===== config.mk =====
export PLATFORM = sky130hd
export DESIGN_NAME = tag_array_nway
export DESIGN_NICKNAME = d
export VERILOG_FILES = /design/src/rtl/tag_array_nway_pkg.sv /design/src/rtl/tag_array_nway_victim_select.sv /design/src/rtl/tag_array_nway.sv
export SDC_FILE = /design/constraint.sdc
export NUM_CORES = 1
export LEC_CHECK = 0
export CORE_MARGIN = 1
export CORE_UTILIZATION = 60
export DETAILED_ROUTE_END_ITERATION = 8
export PLACE_DENSITY = 0.77
export SYNTH_ARGS = -nofsm -noshare
export SYNTH_HDL_FRONTEND = slang
export SYNTH_SLANG_ARGS = --single-unit

===== constraint.sdc =====
create_clock -name clk -period 3.6 [get_ports clk]
set_input_delay 0.9 -clock clk [delete_from_list [all_inputs] [get_ports clk]]
set_output_delay 0.9 -clock clk [all_outputs]
set_load 0.02 [all_outputs]

===== src/rtl/tag_array_nway_pkg.sv =====
// Shared instruction-cache tag-store definitions: default geometry and the
// flush FSM state encoding.
package tag_array_nway_pkg;

  localparam int TAG_WIDTH_DEF = 8;
  localparam int NUM_ROWS_DEF  = 16;
  localparam int NUM_WAYS_DEF  = 2;

  typedef enum logic {
    ST_IDLE  = 1'b0,
    ST_FLUSH = 1'b1
  } state_e;

endpackage


===== src/rtl/tag_array_nway_victim_select.sv =====
// Replacement suggestion for one row: the first invalid way wins, otherwise
// the row's round-robin pointer picks the victim.
module tag_array_nway_victim_select
  import tag_array_nway_pkg::*;
#(
  parameter int NUM_WAYS = NUM_WAYS_DEF,
  parameter int RR_WIDTH = $clog2(NUM_WAYS)
) (
  input  logic [NUM_WAYS-1:0] valid,
  input  logic [RR_WIDTH-1:0] rr,
  output logic [NUM_WAYS-1:0] victim
);

  logic found_s;

  // Priority scan for the lowest invalid way, falling back to the pointer.
  always_comb begin
    victim  = {NUM_WAYS{1'b0}};
    found_s = 1'b0;
    for (int w = 0; w < NUM_WAYS; w++) begin
      if (!found_s && !valid[w]) begin
        victim[w] = 1'b1;
        found_s   = 1'b1;
      end else begin
        victim[w] = victim[w];
      end
    end
    if (!found_s) begin
      victim = NUM_WAYS'(1) << rr;
    end else begin
      victim = victim;
    end
  end

endmodule


===== src/rtl/tag_array_nway.sv =====
// Flop-based set-associative tag store with registered lookup, per-way hit,
// victim suggestion, masked fills and a row-by-row flush sequencer.
module tag_array_nway
  import tag_array_nway_pkg::*;
#(
  parameter int TAG_WIDTH  = TAG_WIDTH_DEF,
  parameter int NUM_ROWS   = NUM_ROWS_DEF,
  parameter int NUM_WAYS   = NUM_WAYS_DEF,
  parameter int ADDR_WIDTH = $clog2(NUM_ROWS)
) (
  input  logic                  clk,
  input  logic                  arst_n,
  input  logic                  i_halt,
  input  logic                  i_r_valid,
  input  logic [ADDR_WIDTH-1:0] i_r_addr,
  input  logic [TAG_WIDTH-1:0]  i_tag,
  input  logic                  i_w_valid,
  input  logic [ADDR_WIDTH-1:0] i_w_addr,
  input  logic [NUM_WAYS-1:0]   i_w_way,
  input  logic [TAG_WIDTH-1:0]  i_w_tag,
  input  logic                  i_flush,
  output logic                  o_valid,
  output logic [TAG_WIDTH-1:0]  o_tag,
  output logic                  o_hit,
  output logic [NUM_WAYS-1:0]   o_hit_way,
  output logic [NUM_WAYS-1:0]   o_victim_way,
  output logic                  o_ready
);

  localparam int RR_WIDTH = $clog2(NUM_WAYS);

  logic [TAG_WIDTH-1:0]  tag_r   [NUM_ROWS][NUM_WAYS];
  logic [NUM_WAYS-1:0]   valid_r [NUM_ROWS];
  logic [RR_WIDTH-1:0]   rr_r    [NUM_ROWS];
  state_e                state_r;
  logic [ADDR_WIDTH-1:0] flush_cnt_r;

  logic                  idle_s;
  logic                  take_s;
  logic                  rd_s;
  logic                  wr_s;
  logic [NUM_WAYS-1:0]   hit_way_s;
  logic [NUM_WAYS-1:0]   victim_s;

  // A flush request in IDLE swallows any lookup or fill issued alongside it.
  assign idle_s  = (state_r == ST_IDLE);
  assign o_ready = ~i_halt & idle_s;
  assign take_s  = o_ready & ~i_flush;
  assign rd_s    = take_s & i_r_valid;
  assign wr_s    = take_s & i_w_valid & (|i_w_way);

  // Per-way tag compare against the pre-write contents of the lookup row.
  always_comb begin
    hit_way_s = {NUM_WAYS{1'b0}};
    for (int w = 0; w < NUM_WAYS; w++) begin
      hit_way_s[w] = valid_r[i_r_addr][w] & (tag_r[i_r_addr][w] == i_tag);
    end
  end

  tag_array_nway_victim_select #(
    .NUM_WAYS (NUM_WAYS),
    .RR_WIDTH (RR_WIDTH)
  ) u_victim_select (
    .valid  (valid_r[i_r_addr]),
    .rr     (rr_r[i_r_addr]),
    .victim (victim_s)
  );

  // Tag storage is never reset; validity lives in valid_r.
  always_ff @(posedge clk) begin
    if (wr_s) begin
      for (int w = 0; w < NUM_WAYS; w++) begin
        if (i_w_way[w]) begin
          tag_r[i_w_addr][w] <= i_w_tag;
        end
      end
    end
  end

  // Flush FSM together with valid bits and round-robin pointers.
  always_ff @(posedge clk or negedge arst_n) begin
    if (!arst_n) begin
      state_r     <= ST_IDLE;
      flush_cnt_r <= {ADDR_WIDTH{1'b0}};
      for (int r = 0; r < NUM_ROWS; r++) begin
        valid_r[r] <= {NUM_WAYS{1'b0}};
        rr_r[r]    <= {RR_WIDTH{1'b0}};
      end
    end else if (!i_halt) begin
      case (state_r)
        ST_IDLE: begin
          if (i_flush) begin
            state_r     <= ST_FLUSH;
            flush_cnt_r <= {ADDR_WIDTH{1'b0}};
          end else if (wr_s) begin
            for (int w = 0; w < NUM_WAYS; w++) begin
              if (i_w_way[w]) begin
                valid_r[i_w_addr][w] <= 1'b1;
              end
            end
            rr_r[i_w_addr] <= rr_r[i_w_addr] + RR_WIDTH'(1);
          end
        end
        ST_FLUSH: begin
          valid_r[flush_cnt_r] <= {NUM_WAYS{1'b0}};
          rr_r[flush_cnt_r]    <= {RR_WIDTH{1'b0}};
          flush_cnt_r          <= flush_cnt_r + ADDR_WIDTH'(1);
          if (flush_cnt_r == ADDR_WIDTH'(NUM_ROWS - 1)) begin
            state_r <= ST_IDLE;
          end
        end
        default: begin
          state_r     <= ST_IDLE;
          flush_cnt_r <= {ADDR_WIDTH{1'b0}};
        end
      endcase
    end
  end

  // Lookup result registers; zeroed when no lookup was taken, held under halt.
  always_ff @(posedge clk or negedge arst_n) begin
    if (!arst_n) begin
      o_valid      <= 1'b0;
      o_tag        <= {TAG_WIDTH{1'b0}};
      o_hit        <= 1'b0;
      o_hit_way    <= {NUM_WAYS{1'b0}};
      o_victim_way <= {NUM_WAYS{1'b0}};
    end else if (!i_halt) begin
      if (rd_s) begin
        o_valid      <= 1'b1;
        o_tag        <= i_tag;
        o_hit        <= |hit_way_s;
        o_hit_way    <= hit_way_s;
        o_victim_way <= victim_s;
      end else begin
        o_valid      <= 1'b0;
        o_tag        <= {TAG_WIDTH{1'b0}};
        o_hit        <= 1'b0;
        o_hit_way    <= {NUM_WAYS{1'b0}};
        o_victim_way <= {NUM_WAYS{1'b0}};
      end
    end
  end

endmodule


==> summary.md, run 1 <==
| Metric | Value |
|---|---|
| Status | complete, but fails checks |
| Failing checks | design-rule violations |
| Clk_skew | approximately 0.012 ns |
| Clock share of power | 0.359 |
| Synth warn | 0 |
| All-Layer GR Usage | 0.292 |
| Maximum number of pins on one net before global-route repair | 48 |
| Ys flop type | edfxtp_1 |
| Static leakage | between 5 and 6 nW |
| Vias in the first global route | 8042 |
| Initial cell density of the core | 0.616 |
| Worst EP required | around 2.7 ns |
| Setup Buffers After CTS | 0 |
| Die area | 23200 um^2 |
| Worst hold path type | reg -> reg |
| Unique masters post-synth | 41 |
| P_sw | 2.21 mW |
| Crit path DAT | 2.32 ns |
| Nets | 904 |
| Final hold vios | 0 |
| CP max FO | 6 |
| Syn_area_per_cell | roughly 18 um^2 |
| Dpl hpwl | 21000 um |
| Post-route cell area | 15600 um^2 |
| Sw Ratio | 0.256 |
| Post-CTS sizing | 0 |
| Post-layout min period | 3.22 ns |
| Startpoint Class | primary input |
| RSZ-0062 raised after global routing | false |
| DR DRC count | 5 |
| Clk pin slew, worst setup/hold paths | 0.06 ns |
| Crit Reg-Reg Startpoint | tag_r[15][13] |
| Cell area after synthesis | 13600 um^2 |
| Max Freq | 311 MHz |
| DRT Pass-1 Iters | 7 |
| Vias per std cell | 6.67 |
| Internal | 6.41 mW |
| FF/Latch Area | 9360 um^2 |
| Sequential area share after synthesis | 0.690 |
| Core area | 22000 um^2 |
| Worst-Skew Late Latency | around 0.57 ns |
| Ys async rst share | 0.207 |
| # diodes | 0 |
| Kind of critical path | in -> out |
| DR vias | 7816 |
| Placement Cell Area | 14600 um^2 |
| Post-synth EDFFs | 256 |
| Worst R2R Path Depth | 6 |
| FF+latch count, synth | 323 |
| Inserted Clock Buffers | 31 |
| Area of the multi-input gates | ~3900 um^2 |
| Pins Over Slew Limit | 0 |
| Inst Count DP | 1115 |
| Critical Path Sink | o_ready |
| Synth Instances | 774 |
| DRT iter0 DRCs | 951 |
| Final setup fails | 0 |
| Kind of end point of the critical path | output port |
| Clk sinks | 323 |
| Initial antenna violation count | 0 |
| Die W | 152 um |
| CTS tree | built |
| Worst IR Drop VDD | 0.364 mV |
| Total grt overflow | 0 |
| CTS H-tree lvls | 1 |
| Slew @ Worst Pin | 1.18 ns |
| TNS Setup | 0 ns |
| Global-route wire length before repair | 49400 um |
| Clock Path Buffers | 3 |
| WL final | about 33000 um |
| Fillers | 1345 |
| Final cell count without fillers | between 1000 and 1500 |
| Hold_buf cts | 0 |
| Cell Pwr Density | 553 nW/um^2 |
| Antenna-violating nets left | 0 |
| Part of the cycle the worst path needs | 0.893 |
| Layout cells sized above 1 | 0.228 |
| Sequential share of power | 0.509 |
| Reg-to-Reg End | o_hit |
| Setup crit start | i_halt |
| Max-Cap Viols | 0 |
| RD Place Congestion | approximately 0.9 |
| FP Rows | 54 |
| Post-Syn Nets | 810 |
| Worst R2R Setup Slack | 1.38 ns |
| Clock root cell | clkbuf_16 |
| Combinational share of power | 0.131 |
| PortBufs | between 40 and 50 |
| Area Growth Syn to Fin | 14.8% |
| Die Y | 152 um |
| Slew headroom | 0.214 |
| Ports | 47 |
| Wirelength per Cell | 27.9 um |
==> kinds of logic (layout without fill, tap and decap cells) <==
family / after synthesis / in the layout / share of synthesized area
DFF: 323 / 323 / 0.690
and+or+nand+nor: 161 / 161 / 0.0538
muxes: 116 / 116 / 0.164
AOI/OAI and AO/OA: 96 / 96 / 0.0522
buffers and inverters: 49 / 167 / 0.0197
xor gates and xnor gates: 25 / 25 / 0.0161
adders and majority gates: 4 / 4 / 0.00369
==> how the worst min path moves through the flow <==
stage / slack, ns / to / depth (start not counted) / from
3_3_place_gp: 0.45 / valid_r[6] / 1 / valid_r[6]
2_1_floorplan: 0.44 / valid_r[0] / 2 / valid_r[0]
3_5_place_dp: 0.46 / valid_r[12] / 1 / valid_r[12]
5_1_grt: 0.50 / valid_r[14] / 1 / valid_r[14]
6_report: 0.48 / valid_r[29] / 1 / valid_r[29]
4_1_cts: 0.48 / valid_r[12] / 1 / valid_r[12]
==> sequential cells by signal (all words and copies together), names as in the netlist <==
| signal | flops |
|---|---|
| o_victim_way | 2 |
| o_hit_way | 2 |
| o_hit | 1 |
| flush_cnt_r | 4 |
| rr_r | 16 |
| o_tag | 8 |
| state_r | 1 |
| tag_r | 256 |
| valid_r | 32 |
| o_valid | 1 |
==> power by group through the flow <==
| stage | sequential [mW] | combinational, mW | clock, mW |
|---|---|---|---|
| after floorplan | 4.37 | 0.781 | 0 |
| after global placement | 4.45 | 1.07 | 0 |
| after detailed placement | 4.45 | 1.10 | 0 |
| after CTS | 4.38 | 1.12 | 3.13 |
| after global routing | 4.40 | 1.21 | 3.25 |
| final | 4.39 | 1.13 | 3.09 |
==> per-layer routing <==
metal | global-route usage | wire length (um)
met1 | 0.399 | 12500
met2 | 0.479 | 16200
met3 | 0.0452 | 2690
met4 | 0.113 | 1320
met5 | 0 | 0
==> cell type report <==
cell class              instances  share of cell area
well taps                     280              0.0225
inverters                       5             0.00121
clock buffers                  35              0.0508
multi-input cells             402               0.253
clock inverters                22              0.0112
repair buffers                105              0.0603
flip-flops and latches        323               0.601
==> stage by stage <==
step                      hold slack (ns)  power (mW)  worst slack [ns]   util
after global placement              0.452        5.51             0.259  0.663
after global routing                0.497        8.86             0.340  0.707
after detailed placement            0.463        5.55             0.217  0.663
final                               0.477        8.62             0.384  0.707
after floorplan                     0.442        5.15             0.815      -
after CTS                           0.478        8.62             0.371  0.707
==> critical path: stages <==
cell and delay, ns:
clkdlybuf4s50_1 0.42, nor2_1 0.30, clkdlybuf4s50_1 0.70
==> placed cells by master (no fill, tap or decap), types with 6 or more instances in the layout <==
cell               n
nand2_1           48
dfrtp_1           67
a21o_1            20
a22o_1            31
nor2b_1            7
buf_4             57
xor2_1            19
nor2_1            60
o21ai_0           18
xnor2_1            6
clkinv_1           6
mux2i_1           27
nand2b_1           6
clkbuf_16         31
mux4_2            85
clkdlybuf4s50_1   42
edfxtp_1         256
o22ai_1            6
nand3_1           20
clkinv_2           9
nand4_1            6
a21oi_1            6
==> cells in the mapped netlist, types with 7 or more instances <==
cell | instances | area, um^2
nor2b_1 | 7 | 43.8
o21ai_0 | 18 | 90.1
dfrtp_1 | 67 | 1680
edfxtp_1 | 256 | 7690
a21o_1 | 20 | 150
mux4_2 | 85 | 1910
nor2_1 | 60 | 225
buf_2 | 10 | 50.1
clkbuf_1 | 19 | 71.3
xor2_1 | 19 | 166
mux2i_1 | 27 | 270
nand2_1 | 48 | 180
nand3_1 | 20 | 100
buf_6 | 8 | 90.1
a22o_1 | 31 | 272
No activity file was read; power rests on OpenSTA's default activity.
==> run 2, diff against run 1 <==
SYNTH_HIERARCHICAL = 1   (was not set)
==> run 2 against run 1 <==
Utilization rose by 0.86 points. Design area rose by 1.2%. Sequential share of layout area fell by 0.73 points. Register-to-register slack got worse by 0.34 ns. Non-clock buffer count rose by 5. Combinational power fell by 8%. The run still ends with design-rule violations left. Sequential power fell by 3%. Hold slack got worse by 0.0054 ns. Clock skew rose by 0.0029 ns. Largest cell class unchanged.
==> summary.md, run 2 <==
| Metric | Value |
|---|---|
| RD Place Congestion | 0.941 |
| Hold WS | 0.472 ns |
| DRT Pass-1 Iters | 9 |
| Kind of critical path | in -> out |
| Die Y | 153 um |
| Vias per std cell | 6.77 |
| Inserted Clock Buffers | 31 |
| Most frequent cell after synthesis | edfxtp_1 |
| Worst EP required | 2.70 ns |
| Ports | 47 |
| Synth warn | 6 |
| Final setup fails | 0 |
| Max-Cap Viols | 0 |
| Crit path DAT | 2.21 ns |
| WL met1 | approximately 13000 um |
| Initial antenna violation count | 0 |
| Post-synth EDFFs | 256 |
| Sequential area share after synthesis | 0.688 |
| Antenna-violating nets left | 0 |
| Die W | between 150 and 200 um |
| RSZ-0062 raised after global routing | false |
| Post-Syn Nets | 797 |
| Synth Instances | 761 |
| Wirelength per Cell | 28.4 um |
| DR DRC count | 4 |
| WL final | approximately 33000 um |
| PortBufs | 46 |
| Max layer used | met4 |
| DRT iter0 DRCs | 981 |
| FP Rows | between 50 and 60 |
| Kind of end point of the critical path | output port |
| Dominant cell type by area after synthesis | edfxtp_1 |
| Biggest registers after layout | tag_r x256, valid_r x32, rr_r x16 |
| All-Layer GR Usage | 0.295 |
| Pins Over Slew Limit | 0 |
| Max reg flops | 256 |
| Crit Reg-Reg Startpoint | state_r |
| Clk_skew | 0.0152 ns |
| Setup crit start | i_halt |
| Setup WS pre-CTS | 0.256 ns |
| Hold_buf cts | 0 |
| Startpoint Class | primary input |
| TNS Setup | 0 ns |
| DR vias | 7875 |
| Hold path start | valid_r[10] |
| Final hold vios | 0 |
| Yosys top cell area share | 0.565 |
| Static leakage | 5.71 nW |
| Maximum number of pins on one net before global-route repair | 43 |
| Core area | about 22000 um^2 |
| Clk pin slew, worst setup/hold paths | 0.06 ns |
| Status | complete, but fails checks |
| Nets | 896 |
| Worst IR Drop VDD | ~0.47 mV |
| Max Freq | 321 MHz |
| Clock Path Buffers | 3 |
| Part of the cycle the worst path needs | 0.865 |
| Post-synth top cells | edfxtp_1, mux4_2, dfrtp_1, nor2_1, a22o_1 |
| FF+latch count, synth | 323 |
| Final worst setup slack | 0.486 ns |
| Vias in the first global route | 8056 |
| Worst hold path type | reg -> reg |
| Inst Count DP | between 1000 and 1500 |
| Post-CTS sizing | 0 |
| Setup Buffers After CTS | 0 |
| Slew @ Worst Pin | 1.15 ns |
| Ys async rst share | 0.207 |
| Post-layout min period | between 3 and 4 ns |
| Cell area after synthesis | ~14000 um^2 |
| Syn_area_per_cell | 17.9 um^2 |
| Layout cells sized above 1 | 0.226 |
| # diodes | 0 |
| Clock root cell | clkbuf_16 |
| Global-route wire length before repair | 50000 um |
| Cell Pwr Density | 544 nW/um^2 |
| CP max FO | 8 |
| CTS H-tree lvls | 1 |
| Most frequent cells in the layout | edfxtp_1, mux4_2, dfrtp_1 |
| Clk sinks | about 320 |
| CTS tree | built |
| Ys flop type | edfxtp_1 |
| Biggest register | tag_r |
| Unique masters post-synth | 42 |
| Slew headroom | 0.230 |
| Met3 wire len | between 2000 and 3000 um |
| Total grt overflow | 0 |
| DR WL met2 | 16400 um |
| Final cell count without fillers | about 1200 |
| Dpl hpwl | 21700 um |
| Synth top area cells | edfxtp_1, mux4_2, dfrtp_1, a22o_1, mux2i_1 |
| Fillers | 1339 |
| Die area | 23300 um^2 |
| Commonest non-fill, non-tap cell in the layout | edfxtp_1 |
| Failing checks | design-rule violations |
| Area Growth Syn to Fin | 15.9% |
| Worst-Skew Late Latency | 0.57 ns |
| Area of the multi-input gates | 4020 um^2 |
| Initial cell density of the core | 0.618 |
| FF/Latch Area | 9360 um^2 |
-- run 2: worst max-delay path, cell delays in order --
cell and delay (ns):
clkdlybuf4s50_1 0.55, nor2_1 0.15, clkdlybuf4s50_1 0.61
-- run 2: power breakdown --
part           switching (mW)  internal [mW]  total [mW]
Clock                    1.37           1.90        3.27
Sequential              0.131           4.15        4.28
Combinational           0.599          0.441        1.04
-- run 2: kinds of logic after synthesis --
group	Yosys count	synth area share
AO/OA/AOI/OAI	98	0.0539
adder cells (fa/ha/maj)	4	0.00368
AND/OR/NAND/NOR	146	0.0493
buffers and inverters	49	0.0174
multiplexers	125	0.177
XOR/XNOR	16	0.0103
flip-flops	323	0.688
-- run 2: through the flow --
stage / instance area, um^2 / utilization / total power, mW
floorplan: 13600 / - / 4.98
global placement: 14700 / 0.670 / 5.34
detailed placement: 14700 / 0.670 / 5.37
CTS: 15800 / 0.716 / 8.61
global route: 15800 / 0.716 / 8.82
finish: 15800 / 0.716 / 8.58
-- run 2: layer usage --
layer  vias up  global-route usage
met1      4085               0.412
met5         -                   0
met3        70              0.0461
met4         0              0.0976
met2       455               0.483
li1       3265                   -
-- run 2: final cells by class --
type | count | area share
flip-flops and latches | 323 | 0.594
multi-input cells | 389 | 0.255
repair buffers | 110 | 0.0632
clock buffers | 41 | 0.0522
well taps | 280 | 0.0222
clock inverters | 16 | 0.0122
inverters | 5 | 0.00119
-- run 2: path summary, 6_finish.rpt --
kind,end,cells past startpoint,slack (ns)
worst min register to register,valid_r[10],1,0.47
max in group asynchronous,o_hit,2,2.30
worst max-delay path,o_ready,3,0.49
worst max register to register,rr_r[4],7,1.04
min in group asynchronous,flush_cnt_r[0],1,0.49
worst min-delay path,valid_r[10],1,0.47
